### src/rtl/mem_arbiter.sv
// Two-port (instruction/data) arbiter onto one shared line-wide memory port.
// Ties alternate between sides; each grant latches the winner's request until completion.
module mem_arbiter #(
  parameter int unsigned ADDR_W = 32,
  parameter int unsigned LINE_W = 256
) (
  input  logic              clk,
  input  logic              reset,
  input  logic              i_read,
  input  logic [ADDR_W-1:0] i_address,
  output logic [LINE_W-1:0] i_rdata,
  output logic              i_resp,
  input  logic              d_read,
  input  logic              d_write,
  input  logic [ADDR_W-1:0] d_address,
  input  logic [LINE_W-1:0] d_wdata,
  output logic [LINE_W-1:0] d_rdata,
  output logic              d_resp,
  output logic              mem_read,
  output logic              mem_write,
  output logic [ADDR_W-1:0] mem_address,
  output logic [LINE_W-1:0] mem_wdata,
  input  logic [LINE_W-1:0] mem_rdata,
  input  logic              mem_resp
);

  typedef enum logic [1:0] {
    IDLE    = 2'd0,
    SERVE_I = 2'd1,
    SERVE_D = 2'd2
  } state_t;

  state_t            state;
  logic              last_grant_d;
  logic [ADDR_W-1:0] addr_q;
  logic [LINE_W-1:0] wdata_q;
  logic              rd_q;
  logic              wr_q;
  logic              d_req;
  logic              grant_i;
  logic              grant_d;

  // Tie goes to whichever side did not win last time
  always_comb begin
    d_req   = d_read | d_write;
    grant_i = i_read & (~d_req | last_grant_d);
    grant_d = d_req & (~i_read | ~last_grant_d);
  end

  always_ff @(posedge clk) begin
    if (reset) begin
      state        <= IDLE;
      last_grant_d <= 1'b1;
      addr_q       <= '0;
      wdata_q      <= '0;
      rd_q         <= 1'b0;
      wr_q         <= 1'b0;
    end else begin
      case (state)
        IDLE: begin
          if (grant_i) begin
            state        <= SERVE_I;
            last_grant_d <= 1'b0;
            addr_q       <= i_address;
            wdata_q      <= '0;
            rd_q         <= 1'b1;
            wr_q         <= 1'b0;
          end else if (grant_d) begin
            // A simultaneous read+write is served as a write
            state        <= SERVE_D;
            last_grant_d <= 1'b1;
            addr_q       <= d_address;
            wdata_q      <= d_wdata;
            rd_q         <= ~d_write;
            wr_q         <= d_write;
          end
        end
        SERVE_I, SERVE_D: begin
          if (mem_resp) begin
            state <= IDLE;
            rd_q  <= 1'b0;
            wr_q  <= 1'b0;
          end
        end
        default: begin
          state <= IDLE;
          rd_q  <= 1'b0;
          wr_q  <= 1'b0;
        end
      endcase
    end
  end

  // Memory side is driven purely from the latched request
  assign mem_read    = rd_q;
  assign mem_write   = wr_q;
  assign mem_address = addr_q;
  assign mem_wdata   = wdata_q;

  // Completion is forwarded in the same cycle as mem_resp; suppressed under reset
  assign i_resp  = ~reset & mem_resp & (state == SERVE_I);
  assign d_resp  = ~reset & mem_resp & (state == SERVE_D);
  assign i_rdata = mem_rdata;
  assign d_rdata = mem_rdata;

endmodule

### config.mk
export PLATFORM = sky130hd
export DESIGN_NAME = mem_arbiter
export DESIGN_NICKNAME = d
export VERILOG_FILES = /design/src/rtl/mem_arbiter.sv
export SDC_FILE = /design/constraint.sdc
export NUM_CORES = 1
export LEC_CHECK = 0
export CORE_AREA = 5 5 538 540
export DETAILED_ROUTE_END_ITERATION = 7
export DIE_AREA = 0 0 543 545
export GPL_TIMING_DRIVEN = 0
export PLACE_DENSITY = 0.3
export SETUP_SLACK_MARGIN = 0.15
export SLEW_MARGIN = 30
export SYNTH_ARGS = -nofsm -noshare
export SYNTH_HDL_FRONTEND = slang
export SYNTH_SLANG_ARGS = --single-unit
### constraint.sdc
create_clock -name clk -period 1.8 [get_ports clk]
set_input_delay 0.54 -clock clk [delete_from_list [all_inputs] [get_ports clk]]
set_output_delay 0.54 -clock clk [all_outputs]
set_load 0.02 [all_outputs]
==> metrics, run 1 <==
run status=complete, but fails checks; failing checks=negative setup slack; Iter 0 DRT Violations=763; Initial DRT Pass Iterations=5; Setup crit end kind=register; Routed WL=between 150,000 and 200,000 µm; Largest delay share family, worst path=buffers and inverters; Post-Syn Nets=about 2,500; Peak VDD IR=0.578 mV; largest net degree at the start of global routing=13; Root Driver=clkbuf_16; WP data arrival=around 2500 ps; GPL Wtd Cong=just over 0.8; crit path max fanout=10; maxcap violations=0; # port buffers=1,127; Die Wd=~540 µm; Worst Setup Path Type=input pin to register; maximum clock insertion buffer count=3; Static Leakage=~0.014 µW; CP max-delay cell=o211ai_1; Worst-Margin Slew=around 910 ps; I/O Pins=~1,400; row cnt=roughly 200; Slew headroom=between 30% and 40%; All-Layer GR Usage=about an eighth; Placeable Area=~280,000 µm²; Worst Path Buf+Inv=4; Post-Syn Area=around 17,000 µm²; WL/cell=27.0 µm; met1 WL=~75,000 µm; crit path cell chain=clkdlybuf4s50_1 -> inv_6 -> clkbuf_4 -> clkbuf_2 -> o211ai_1 -> a21oi_2; P&R area growth vs syn=114%; Pwr Density=a little over 800 nW/µm²; hpwl dp=around 170,000 µm; fraction of layout cells with a size suffix above 1=48.4%; Seq/Total Area, Yosys=34.1%; dpl cells=about 6,800; fin. max-slew vios=0; Initial Util=6.06%; die footprint=just under 300,000 µm²; H-tree Lvls=2; metal3 WL=approximately 19,000 µm; fin cells=6,978; dpl ws=-1580 ps; Sink Count=293; fin area=around 37,000 µm²; synth unique cells=29; ANT nets after route=0; initial antenna violation count=63; routed wl met2=around 91,000 µm; total number of vias=18,877; uppermost layer routed=met5; die height=between 500 and 600 µm; Worst-path clk slew=roughly 50 ps; CTS tree=built; hold slack=245 ps; Worst Setup Slack, final=-232 ps; CP Launch Type=input pin; synth warn=0; Max Freq=0.492 GHz; CTS Hold Bufs=0; Seq cells post-synth=approximately 290; setup violators final=between 300 and 400; RSZ-0062 raised after global routing=true; Power Total=30,300 µW; Via density=2.71; Final Cycle Share=113%; clock insertion delay at the later pin of the skew report=between 600 and 700 ps; hold violation total from the final report=0; syn avg cell area=around 9.1 µm²; CP Data Required Time=between 2000 and 2500 ps; Hold Crit Class=input pin to register; total CTS buffers=45; Crit path largest cell delay=590 ps; fin crit period=between 2000 and 2500 ps; Area after DPL=around 33,000 µm²; number of global-route vias before repair=between 15,000 and 20,000; first-pass GRT wire length=around 230,000 µm; Syn Inst Count=1,899; DRC viols=0; Setup Skew=25.3 ps; Layout Nets=approximately 3,800; grt ovf=0
cell usage after synthesis, drive strengths merged:
cell type	number	share of area (%)
a211o	2	0.10
a21oi	261	12
a311oi	32	1.7
and3b	2	0.10
buf	602	27
clkbuf	78	1.7
dfxtp	293	34
ha	3	0.22
inv	3	0.065
nand2	257	8.5
nand2b	1	0.036
nand3	32	0.93
nand4	2	0.073
nor2	32	0.70
nor2b	1	0.036
nor4b	1	0.051
o211ai	257	11
o21ai	36	1.0
o21ba	1	0.058
o21bai	1	0.065
o31a	1	0.051
o31ai	1	0.12
worst min-delay path, stage by stage:
cell and delay, ps:
buf_6 120, nand4_1 90, a21oi_1 60
report_power, final:
part | leakage (µW) | switching (µW) | internal [µW] | total [µW]
Sequential | 0.00247 | 636 | 7300 | 7940
Clock | 0.000750 | 3820 | 5440 | 9260
Combinational | 0.0103 | 7170 | 5930 | 13100
cell families (layout without fill, tap and decap cells):
family                     Yosys count  count (layout)  share of synthesized area, %
buffers and inverters              683            1984                          28.9
AOI/OAI and AO/OA                  592             592                          26.3
and+or+nand+nor                    328             328                          10.4
DFF                                293             293                          34.1
adders and majority gates            3               3                         0.218
other                                0              16                             0
worst paths after layout:
kind                                    start                           to  cells past startpoint  slack, ps
setup reg to reg        state[0]$_SDFFE_PP0P_   mem_wdata[85]$_SDFFE_PP0P_                      8       -200
hold reg to reg   mem_wdata[185]$_SDFFE_PP0P_  mem_wdata[185]$_SDFFE_PP0P_                      2        450
setup / recovery                       i_read   mem_wdata[85]$_SDFFE_PP0P_                      6       -230
hold / removal                        d_write       mem_write$_SDFFE_PP0P_                      3        240
final cells by class:
| type | instances | area, µm² |
|---|---|---|
| clock inverter | 17 | 171 |
| multi-input combinational | 923 | 6370 |
| fill | 32574 | 247000 |
| clock buffer | 61 | 1330 |
| tap | 3762 | 4710 |
| antenna | 16 | 40.0 |
| buffer | 680 | 5370 |
| timing repair buffer | 1223 | 12600 |
| inverter | 3 | 16.3 |
| sequential | 293 | 6110 |
stage by stage:
| step | TNS [ps] | utilization, % |
|---|---|---|
| 5_1_grt | -56120 | 12.9 |
| 6_report | -19280 | 12.9 |
| 2_1_floorplan | 0 | - |
| 3_5_place_dp | -352360 | 11.8 |
| 3_3_place_gp | -416760 | 11.7 |
| 4_1_cts | -43120 | 12.9 |
what timing repair did:
action	4_1_cts	5_1_grt
buffers inserted	91	0
resized for setup	1621	131
pin swaps	23	14
endpoints found under the setup margin	1097	1092
cells in the final DEF, fill, tap and decap left out, types with 32 or more instances in the layout:
master             n
clkdlybuf4s50_1  830
dfxtp_1          155
buf_8             36
dlygate4sd2_1    112
clkbuf_1          41
o211ai_1         257
buf_4            621
nand2_1           57
a21oi_1           61
clkbuf_16         47
nor2_1            32
nand3_1           32
buf_12            68
nand2_2          200
a21oi_2          200
o21ai_0           35
clkbuf_2          33
buf_6            126
dfxtp_2          108
state kept, by name (all words and copies together) (netlist names):
name / cells
mem_read: 1
mem_wdata: 256
mem_write: 1
last_grant_d: 1
state: 2
mem_address: 32
layer usage:
layer  up-vias  track usage [%]
met2      1024             20.8
li1       8658                -
met1      9040             14.0
met3       131             5.33
met4        24             1.83
met5         -                0
No activity file was read; power rests on OpenSTA's default activity.
==> run 2, diff against run 1 <==
Settings changed: CAP_MARGIN from default to 15.
==> results of run 2 <==
The final DEF is identical to that of run 1; final timing and power are the same.
==> run 3, diff against run 2 <==
Settings changed: MAX_ROUTING_LAYER from default to met4, SKIP_LAST_GASP from default to 1.
==> metrics, run 3 (synthesized netlist as in run 1, its figures left out) <==
Die Wd=543 µm (unchanged); Pwr Density=817 nW/µm² (-0.99%); Worst-Margin Slew=853 ps (-54.8 ps); fin. max-slew vios=0 (unchanged); Sink Count=293 (unchanged); Peak VDD IR=0.587 mV (+1.4%); die footprint=296,000 µm² (unchanged); Setup Skew=27.3 ps (+1.94 ps); Slew headroom=43.1% (+3.7 points); run status=complete, but fails checks; Routed WL=189,000 µm (+0.41%); I/O Pins=1,386 (unchanged); total number of vias=19,222 (+1.8%); GPL Wtd Cong=0.844 (+1.6%); Initial Util=6.06% (unchanged); CP Launch Type=register; grt ovf=0 (unchanged); Setup TNS=-13,050 ps (+6240 ps); hpwl dp=170,000 µm (unchanged); DRC viols=0 (unchanged); Worst Setup Path Type=register to register; maximum clock insertion buffer count=3 (unchanged); largest net degree at the start of global routing=13 (unchanged); number of global-route vias before repair=19,776 (+0.56%); # port buffers=1,127 (unchanged); setup violators final=228 (-32%); All-Layer GR Usage=12.4% (+0.35 points); max reg flops=256 (unchanged); P&R area growth vs syn=120%; CTS tree=built; clock insertion delay at the later pin of the skew report=630 ps (about the same); ANT nets after route=0 (unchanged); WL/cell=26.8 µm (-0.91%); failing checks=negative setup slack; Max Freq=0.496 GHz (+0.72%); CTS Hold Bufs=0 (unchanged); Layout Nets=3,836 (+2.2%); Via density=2.72 (+0.49%); die height=545 µm (unchanged); Static Leakage=0.0140 µW (+3.7%); hold violation total from the final report=0 (unchanged); Root Driver=clkbuf_16; CP Data Required Time=2320 ps (+40 ps); row cnt=196 (unchanged); Iter 0 DRT Violations=756 (-0.92%); Setup crit end kind=register; Worst-path clk slew=50 ps (about the same); Reg-to-Reg Start=state[0]$_SDFFE_PP0P_; Initial DRT Pass Iterations=5 (unchanged); crit path max fanout=10 (unchanged); commonest non-fill, non-tap cell in the layout=clkdlybuf4s50_1; Hold Path Origin=d_write; first-pass GRT wire length=231,000 µm (-0.19%); fraction of layout cells with a size suffix above 1=56.9% (+8.5 points); WP data arrival=2540 ps (+30 ps); Hold Crit Class=input pin to register; Power Total=30,900 µW (+2.1%); hold slack=247 ps (+2.00 ps); maxcap violations=0 (unchanged); initial antenna violation count=60 (-4.8%); Final Cycle Share=112% (-0.81 points); H-tree Lvls=2 (unchanged); fin crit period=2020 ps (-14.5 ps); crit path from=state[0]$_SDFFE_PP0P_; Worst Setup Slack, final=-217 ps (+14.5 ps); Placeable Area=284,000 µm² (unchanged); total CTS buffers=45 (unchanged); most frequent cells in the layout=clkdlybuf4s50_1 (817), buf_4 (696), o211ai_1 (257); RSZ-0062 raised after global routing=true
-- run 3: cell types whose count changed in the layout (fill, tap and decap cells not counted), sizes merged, moves of 3 or more --
cell / before / now
clkdlybuf4s50: 830 / 817
diode: 16 / 27
buf: 879 / 1059
dlymetal6s2s: 0 / 17
clkbuf: 140 / 143
dlygate4sd2: 112 / 8
-- run 3: area by class of cell --
type                       instances  area, µm²
antenna                           27       67.6
buffer                           680       5370
clock buffer                      61       1330
clock inverter                    17        171
fill                           32495     246000
inverter                           3       16.3
multi-input combinational        923       6370
sequential                       293       6300
tap                             3762       4710
timing repair buffer            1305      13500
-- run 3: worst max-delay path, cell delays in order (launching register included) --
cell,delay (ps)
dfxtp_2,330
inv_2,60
ha_2,260
o31a_1,180
buf_6,180
buf_16,180
buf_6,180
o211ai_1,270
a21oi_1,220
-- run 3: final timing paths --
| path | endpoint | slack, ps | cells past startpoint |
|---|---|---|---|
| max | mem_wdata[42]$_SDFFE_PP0P_ | -220 | 8 |
| min | mem_write$_SDFFE_PP0P_ | 250 | 3 |
| max reg2reg | mem_wdata[42]$_SDFFE_PP0P_ | -220 | 8 |
| min reg2reg | mem_wdata[153]$_SDFFE_PP0P_ | 450 | 2 |
-- run 3: power breakdown --
| part | switching [µW] | total, µW | internal, µW |
|---|---|---|---|
| clock | 3810 | 9250 | 5440 |
| combinational | 7270 | 13600 | 6370 |
| sequential | 664 | 8040 | 7370 |
| total | 11700 | 30900 | 19200 |
-- run 3: repair_timing --
action                                  4_1_cts  5_1_grt
setup buffers                                91       82
pin swaps                                    23       14
endpoints found under the setup margin     1097     1096
resized for setup                          1456      997
-- run 3: layer usage --
metal	wire (µm)	track usage, %	vias up
met3	18100	4.93	127
met2	90900	20.8	1022
met1	77000	14.3	9239
li1	-	-	8834
met4	3350	1.79	0
met5	0	-	-
-- run 3: per-stage QoR --
step	instance area (µm²)	cells	utilization, %	setup WS, ps
after global routing	37800	7063	13.3	-320
after detailed placement	33400	6793	11.8	-1580
after floorplan	17300	1899	-	116
after CTS	36500	6962	12.9	-299
after global placement	33300	6788	11.7	-2020
final	37900	7071	13.3	-217
